<file path="src/rtl/mem_pkg.sv">
// Shared types and constants for the memory access controller: FSM states,
// byte-lane selection and the PREP address perturbation mask.
package mem_pkg;

  typedef enum logic [2:0] {
    ST_IDLE  = 3'd0,
    ST_PREP  = 3'd1,
    ST_RD    = 3'd2,
    ST_MERGE = 3'd3,
    ST_WR    = 3'd4,
    ST_REL   = 3'd5,
    ST_RESP  = 3'd6
  } state_e;

  localparam int unsigned MEM_BYTES_DEF = 64;

  // Big-endian word: the high lane [15:8] is the byte at the word address.
  typedef enum logic {
    LANE_HI = 1'b0,
    LANE_LO = 1'b1
  } lane_e;

  localparam logic [15:0] PREP_MASK = 16'h0002;

endpackage

</file>
<file path="src/rtl/mem_lane_merge.sv">
// Byte-lane handling on a 16-bit memory word: extracts the selected byte for
// loads and splices a new byte into the selected lane for byte stores.
module mem_lane_merge
  import mem_pkg::*;
(
  input  logic [15:0] word_i,
  input  lane_e       lane_i,
  input  logic [7:0]  byte_i,
  output logic [15:0] load_o,
  output logic [15:0] merged_o
);

  // Lane select and lane merge
  always_comb begin
    load_o   = 16'h0000;
    merged_o = word_i;
    case (lane_i)
      LANE_LO: begin
        load_o   = {8'h00, word_i[7:0]};
        merged_o = {word_i[15:8], byte_i};
      end
      default: begin
        load_o   = {8'h00, word_i[15:8]};
        merged_o = {byte_i, word_i[7:0]};
      end
    endcase
  end

endmodule

</file>
<file path="src/rtl/mem_access_ctrl.sv">
// Load/store controller for a memory that only reacts to Addr/DataIn changes:
// every access starts with a perturbed-address PREP cycle before the real one.
module mem_access_ctrl
  import mem_pkg::*;
#(
  parameter int unsigned MEM_BYTES = MEM_BYTES_DEF,
  parameter int unsigned SETTLE    = 1
) (
  input  logic        clk,
  input  logic        rst_n,
  input  logic        req_valid,
  output logic        req_ready,
  input  logic        req_we,
  input  logic        req_byte,
  input  logic [15:0] req_addr,
  input  logic [15:0] req_wdata,
  output logic        rsp_valid,
  output logic [15:0] rsp_rdata,
  output logic        rsp_err,
  output logic        busy,
  output logic        mem_rw,
  output logic [15:0] mem_addr,
  output logic [15:0] mem_wdata,
  input  logic [15:0] mem_rdata
);

  localparam logic [16:0] SIZE_W    = 17'(MEM_BYTES);
  localparam logic [15:0] LAST_ADDR = 16'(MEM_BYTES - 1);
  localparam logic [3:0]  SETTLE_M1 = 4'(SETTLE - 1);

  state_e      state_q;
  logic        we_q, byte_q, pend_q;
  lane_e       lane_q;
  logic [15:0] eff_q, word_q;
  logic [7:0]  bdata_q;
  logic [3:0]  cnt_q;
  logic        mem_rw_q, rsp_valid_q, rsp_err_q;
  logic [15:0] mem_addr_q, mem_wdata_q, rsp_rdata_q;

  logic [15:0] eff_d;
  lane_e       lane_d;
  logic        err_d;
  logic [15:0] load_s, merged_s;

  // Request decode: effective word address, byte lane and range error
  always_comb begin
    eff_d  = req_addr;
    lane_d = LANE_HI;
    err_d  = 1'b0;
    if (req_byte) begin
      err_d = ({1'b0, req_addr} >= SIZE_W);
      if (req_addr == LAST_ADDR) begin
        eff_d  = req_addr - 16'd1;
        lane_d = LANE_LO;
      end else begin
        eff_d  = req_addr;
        lane_d = LANE_HI;
      end
    end else begin
      err_d = ({1'b0, req_addr} >= (SIZE_W - 17'd1));
    end
  end

  mem_lane_merge u_lane (
    .word_i   (mem_rdata),
    .lane_i   (lane_q),
    .byte_i   (bdata_q),
    .load_o   (load_s),
    .merged_o (merged_s)
  );

  // Access sequencer with registered memory and response outputs
  always_ff @(posedge clk or negedge rst_n) begin
    if (!rst_n) begin
      state_q     <= ST_IDLE;
      we_q        <= 1'b0;
      byte_q      <= 1'b0;
      pend_q      <= 1'b0;
      lane_q      <= LANE_HI;
      eff_q       <= 16'h0000;
      word_q      <= 16'h0000;
      bdata_q     <= 8'h00;
      cnt_q       <= 4'd0;
      mem_rw_q    <= 1'b0;
      mem_addr_q  <= 16'h0000;
      mem_wdata_q <= 16'h0000;
      rsp_valid_q <= 1'b0;
      rsp_err_q   <= 1'b0;
      rsp_rdata_q <= 16'h0000;
    end else begin
      rsp_valid_q <= 1'b0;
      case (state_q)
        ST_IDLE: begin
          if (req_valid) begin
            we_q    <= req_we;
            byte_q  <= req_byte;
            lane_q  <= lane_d;
            eff_q   <= eff_d;
            word_q  <= req_wdata;
            bdata_q <= req_wdata[7:0];
            if (err_d) begin
              pend_q  <= 1'b1;
              state_q <= ST_RESP;
            end else begin
              mem_rw_q   <= 1'b0;
              mem_addr_q <= eff_d ^ PREP_MASK;
              state_q    <= ST_PREP;
            end
          end
        end
        ST_PREP: begin
          cnt_q      <= SETTLE_M1;
          mem_addr_q <= eff_q;
          if (we_q && !byte_q) begin
            mem_rw_q    <= 1'b1;
            mem_wdata_q <= word_q;
            state_q     <= ST_WR;
          end else begin
            mem_rw_q <= 1'b0;
            state_q  <= ST_RD;
          end
        end
        ST_RD: begin
          if (cnt_q == 4'd0) begin
            if (we_q) begin
              word_q     <= merged_s;
              mem_addr_q <= eff_q ^ PREP_MASK;
              state_q    <= ST_MERGE;
            end else begin
              rsp_rdata_q <= byte_q ? load_s : mem_rdata;
              rsp_err_q   <= 1'b0;
              rsp_valid_q <= 1'b1;
              pend_q      <= 1'b0;
              state_q     <= ST_RESP;
            end
          end else begin
            cnt_q <= cnt_q - 4'd1;
          end
        end
        ST_MERGE: begin
          mem_rw_q    <= 1'b1;
          mem_addr_q  <= eff_q;
          mem_wdata_q <= word_q;
          state_q     <= ST_WR;
        end
        ST_WR: begin
          mem_rw_q <= 1'b0;
          state_q  <= ST_REL;
        end
        ST_REL: begin
          rsp_rdata_q <= 16'h0000;
          rsp_err_q   <= 1'b0;
          rsp_valid_q <= 1'b1;
          pend_q      <= 1'b0;
          state_q     <= ST_RESP;
        end
        ST_RESP: begin
          // An error enters RESP straight from IDLE and emits its pulse one edge later.
          if (pend_q) begin
            pend_q      <= 1'b0;
            rsp_rdata_q <= 16'h0000;
            rsp_err_q   <= 1'b1;
            rsp_valid_q <= 1'b1;
          end else begin
            state_q <= ST_IDLE;
          end
        end
        default: begin
          mem_rw_q <= 1'b0;
          pend_q   <= 1'b0;
          state_q  <= ST_IDLE;
        end
      endcase
    end
  end

  assign req_ready = (state_q == ST_IDLE) && rst_n;
  assign busy      = (state_q != ST_IDLE);
  assign mem_rw    = mem_rw_q;
  assign mem_addr  = mem_addr_q;
  assign mem_wdata = mem_wdata_q;
  assign rsp_valid = rsp_valid_q;
  assign rsp_rdata = rsp_rdata_q;
  assign rsp_err   = rsp_err_q;

endmodule

</file>
<file path="config.mk">
export PLATFORM = sky130hd
export DESIGN_NAME = mem_access_ctrl
export DESIGN_NICKNAME = d
export VERILOG_FILES = /design/src/rtl/mem_pkg.sv /design/src/rtl/mem_lane_merge.sv /design/src/rtl/mem_access_ctrl.sv
export SDC_FILE = /design/constraint.sdc
export NUM_CORES = 1
export LEC_CHECK = 0
export ABC_AREA = 1
export BUFFER_PORTS_ARGS = -buffer_cell sky130_fd_sc_hd__buf_2
export CAP_MARGIN = 20
export CORE_MARGIN = 8
export CORE_UTILIZATION = 45
export DETAILED_ROUTE_END_ITERATION = 7
export GPL_TIMING_DRIVEN = 0
export PLACE_DENSITY = 0.68
export SKIP_CTS_REPAIR_TIMING = 1
export SLEW_MARGIN = 0
export SYNTH_ARGS = -nofsm -noshare
export SYNTH_HDL_FRONTEND = slang
export SYNTH_SLANG_ARGS = --single-unit
</file>
<file path="constraint.sdc">
create_clock -name clk -period 2.1 [get_ports clk]
set_input_delay 0.42 -clock clk [delete_from_list [all_inputs] [get_ports clk]]
set_output_delay 0.42 -clock clk [all_outputs]
set_load 0.1 [all_outputs]
</file>
-- Word-level counts from Yosys, hierarchy flattened
Index checks and enable logic that the tools add are counted.
- reductions and logical operators: 23
- bitwise gates (word level): 4
- eq/ne operators: 17
- magnitude comparators: 2
- add/sub/neg operators: 2
- mux-type cells: 47
- operators with widths (kind ; number):
    two-way mux 16 bit ; 15
    case mux 16 bit (3 select lines) ; 2
    case mux 16 bit (2 select lines) ; 2
    case mux 3 bit (7 select lines) ; 1
    != test 2 bit (second input constant) ; 10
    two-way mux 3 bit ; 6
    == test 16 x 6 -> 1 bit (second input constant) ; 1
    greater-or-equal comparator 16 x 6 -> 1 bit (second input constant) ; 1
    greater-or-equal comparator 16 x 7 -> 1 bit (second input constant) ; 1
    subtractor 16 x 1 -> 16 bit (second input constant) ; 1
    two-way mux 1 bit ; 14
    AND reduction 5 bit ; 2
    == test 3 bit (second input constant) ; 3
    case mux 1 bit (3 select lines) ; 3
    nonzero test 3 bit ; 3
    two-way mux 8 bit ; 1
    case mux 4 bit (2 select lines) ; 1
    AND reduction 4 bit ; 2
    == test 3 x 2 -> 1 bit (second input constant) ; 2
    AND reduction 2 bit ; 3
    AND reduction 3 bit ; 2
    nonzero test 2 bit ; 3
    OR reduction 3 bit ; 2
    logical NOT 4 bit ; 1
    9 further kinds ; 13
- logic and storage cells: 110
- flip-flop bits (word level): 102
- input port bits: 53
- output and inout bits: 53

-- Longest topological paths before layout
- depth in word-level cells: 7
- gate-level depth with buffers: 11
- mapped depth without buffers: 10

-- Cells and area by module
From an unflattened synthesis, not the netlist that was laid out.
- cells, all modules: 650
- area total of the unflattened synthesis: 5215.0 um^2
- by module, submodules not included (module ; instances ; area each (um^2) ; seq. area each (um^2) ; cells an instance):
    mem_access_ctrl ; 1 ; 4772.1 ; 2552.4 ; 563
    mem_lane_merge ; 1 ; 442.9 ; 0.0 ; 87

-- Worst setup path after synthesis
OpenSTA, ideal clock, no wires.
- kind: register to output
- from: register state_q[1]
- to: output req_ready
- buffers on the path: 0
- data arrival time: 2.273 ns
- setup slack: -0.593 ns
- cell stages (with the launch flop): 6
- required time: 1.680 ns
- path through: dfrtp_1 > inv_2 > nand2_4 > nor2_8 > inv_2 > nor2_1
- longest elaborated chain between the ends: 2
- ends and longest elaborated chain (element ; RTL line ; source):
    from (decl) ; mem_access_ctrl.sv:31 ; state_e state_q;
    from (signal assigned) ; mem_access_ctrl.sv:75 ; state_q <= ST_IDLE;
    from (signal assigned) ; mem_access_ctrl.sv:103 ; state_q <= ST_RESP;
    from (signal assigned) ; mem_access_ctrl.sv:107 ; state_q <= ST_PREP;
    logical NOT 3 bit ; mem_access_ctrl.sv:177 ; assign req_ready = (state_q == ST_IDLE) && rst_n;
    logical AND 1 bit ; mem_access_ctrl.sv:177 ;
    to (decl) ; mem_access_ctrl.sv:12 ; output logic req_ready,
No other way between the ends.

-- Final worst setup path
Ends and elaborated chain as after synthesis.

==> metrics <==
worst path bufs/invs=3; Max FO, Critical Path=5; Post-synth EDFFs=0; Top FF cell, synth=dfrtp_1; CTS max path bufs=2; Initial Util=46.0%; Nets=777; syn_area_per_cell=8.27 um2; via count=4432; run status=finished with violations; yosys warns=0; detailed placement HPWL=10300 um; Die W=121 um; die area=14700 um2; first-pass GRT wire length=21700 um; vias in the first global route=4505; GRT Resource Usage Total=18.2%; Final min period=2.02 ns; maximum clock rate=0.496 GHz; core box area=10800 um2; Final setup viols=0; most frequent CP cell=inv_2; clk slew on worst S/H paths=0.10 ns; Remaining DRCs=0; Yosys top cell area share=51.2%; reg2reg end=word_q[10]; fin crit share=96.0%; Synth area leaders=dfrtp_1 (51%), nand2_1 (11%), o21ai_0 (11%); I/O Buffers=105; Synth async-reset ratio=100%; Sink Count=102; synthesized area=4990 um2; flop and latch count out of synthesis=102; initial detailed-routing violation count=381; CTS H-tree lvls=3; initial antenna violation count=0; crit-path cells=inv_2, nand2_4, nor2_8, inv_2, nor2_4, buf_6; Synth top cells by count=nand2_1 (143), o21ai_0 (106), dfrtp_1 (102), inv_1 (82), nor2_1 (36); CP Depth=6; synth unique cells=33; Skew-Pair Late Insertion Delay=0.37 ns; vias per inst=5.12; Hold Slack=-0.00740 ns; # rows=38; layout cells sized above 1=22.9%; Crit-path slowest cell=dfrtp_1; maxcap violations=0; WL/cell=15.4 um; gpl congestion=0.885; final hold vios=4; Startpoint Class=register; Cells after Synth=603; syn_nets=660; Die Y=121 um; worst r2r src=cnt_q[0]; Req. time, crit path=1.68 ns; Crit path arrival time=1.60 ns; drt pass-1 iters=5; RSZ-0062 raised after global routing=false; max-slew violations=0; CTS tree=yes; Ports=106; setup TNS=0 ns; Ant. Diodes=0; top cell family by delay on the critical path=buffers and inverters; grt ovf=0; Worst Setup End Kind=primary output; failing checks=negative hold slack; pin count of the biggest net entering global routing=70; Min-Delay Path Class=in -> async; Post-Route Skew=0.0106 ns; Root Driver=clkbuf_8; worst rel slew slack=65.1%; Critical Path Max Stage Delay=0.45 ns; antenna-violating nets left=0; Worst Reg2Reg Path Length in Cells=8; largest area contributor in the netlist=dfrtp_1; most frequent cell after synthesis=nand2_1; Layout area overhead=19.6%; Worst Setup SP=state_q[1]; register area share after synthesis=51.2%; drt total wl=13300 um; Least-Margin Pin Slew=0.522 ns; R2R Setup Slk=0.33 ns; TritonCTS Buffers=9; critical path type=reg -> out
-- layout by cell type (no fill, tap or decap), types with 3 or more instances in the layout --
| cell | instances |
|---|---|
| clkbuf_1 | 10 |
| o21ai_0 | 106 |
| nand3_1 | 21 |
| inv_1 | 82 |
| nand2_1 | 143 |
| dfrtp_1 | 102 |
| o21ai_1 | 15 |
| buf_6 | 4 |
| clkbuf_8 | 10 |
| buf_2 | 110 |
| nand4_1 | 6 |
| nor2_1 | 35 |
| nor2_4 | 4 |
| a21oi_1 | 4 |
| nand2_2 | 4 |
| nand2_4 | 3 |
| inv_2 | 6 |
| buf_4 | 8 |
| ha_1 | 4 |
| o2111ai_1 | 8 |
| o211ai_1 | 16 |
-- worst max-delay path by stage --
stage	end	slack, ns
final	req_ready	0.08
after global routing	req_ready	0.01
after CTS	req_ready	-0.11
after detailed placement	req_ready	0.12
after global placement	req_ready	-1.35
after floorplan	req_ready	0.18
-- metrics by stage --
stage	instance area [um2]	util (%)	std cells	hold slack (ns)	setup slack (ns)
floorplan	5000	-	603	0.124	0.185
global placement	5700	52.6	848	0.456	-1.35
detailed placement	5730	52.8	849	0.414	0.122
CTS	5960	55.0	865	0.00853	-0.109
global route	5970	55.0	865	0.0271	0.0146
finish	5970	55.0	865	-0.00740	0.0849
-- area by class of cell --
type	count	area [um2]
Buffer	28	164
Clock buffer	10	138
Clock inverter	6	91.3
Fill cell	1040	4870
Inverter	89	337
Multi-Input combinational cell	384	1940
Sequential cell	102	2550
Tap cell	140	175
Timing Repair Buffer	106	564
-- flip-flops by register name, indices dropped and copies added, names as in the netlist --
signal and cells:
mem_addr 16, eff_q 16, rsp_valid 1, mem_wdata 16, word_q 16, cnt_q 4, state_q 3, we_q 1
pend_q 1, lane_q 1, bdata_q 8, rsp_rdata 16, byte_q 1, mem_rw 1, rsp_err 1
-- routing by layer --
layer	global-route usage, %	part of all wire [%]
met1	23.7	45
met2	29.7	47
met3	4.14	7.4
met4	5.40	1.2
met5	0	0
-- worst reg2reg max path: stages (launching register included) --
cell and delay, ns:
dfrtp_1 0.40, inv_1 0.10, ha_1 0.15, nand2_1 0.09
o21ai_4 0.23, nand2_4 0.10, a21oi_4 0.21, buf_2 0.26
o21ai_0 0.12
-- kinds of logic (layout without fill, tap and decap cells) --
kind of cell | count (synthesis) | count (layout) | share of synthesized area [%]
simple gates | 225 | 225 | 20.2
compound gates | 155 | 155 | 17.6
buf+inv | 117 | 239 | 10.0
flops | 102 | 102 | 51.2
fa+ha+maj | 4 | 4 | 1.00
Power is left out: the tool's default activity adds up to more than one toggle a clock period on the data nets, which glitch-free logic cannot reach.
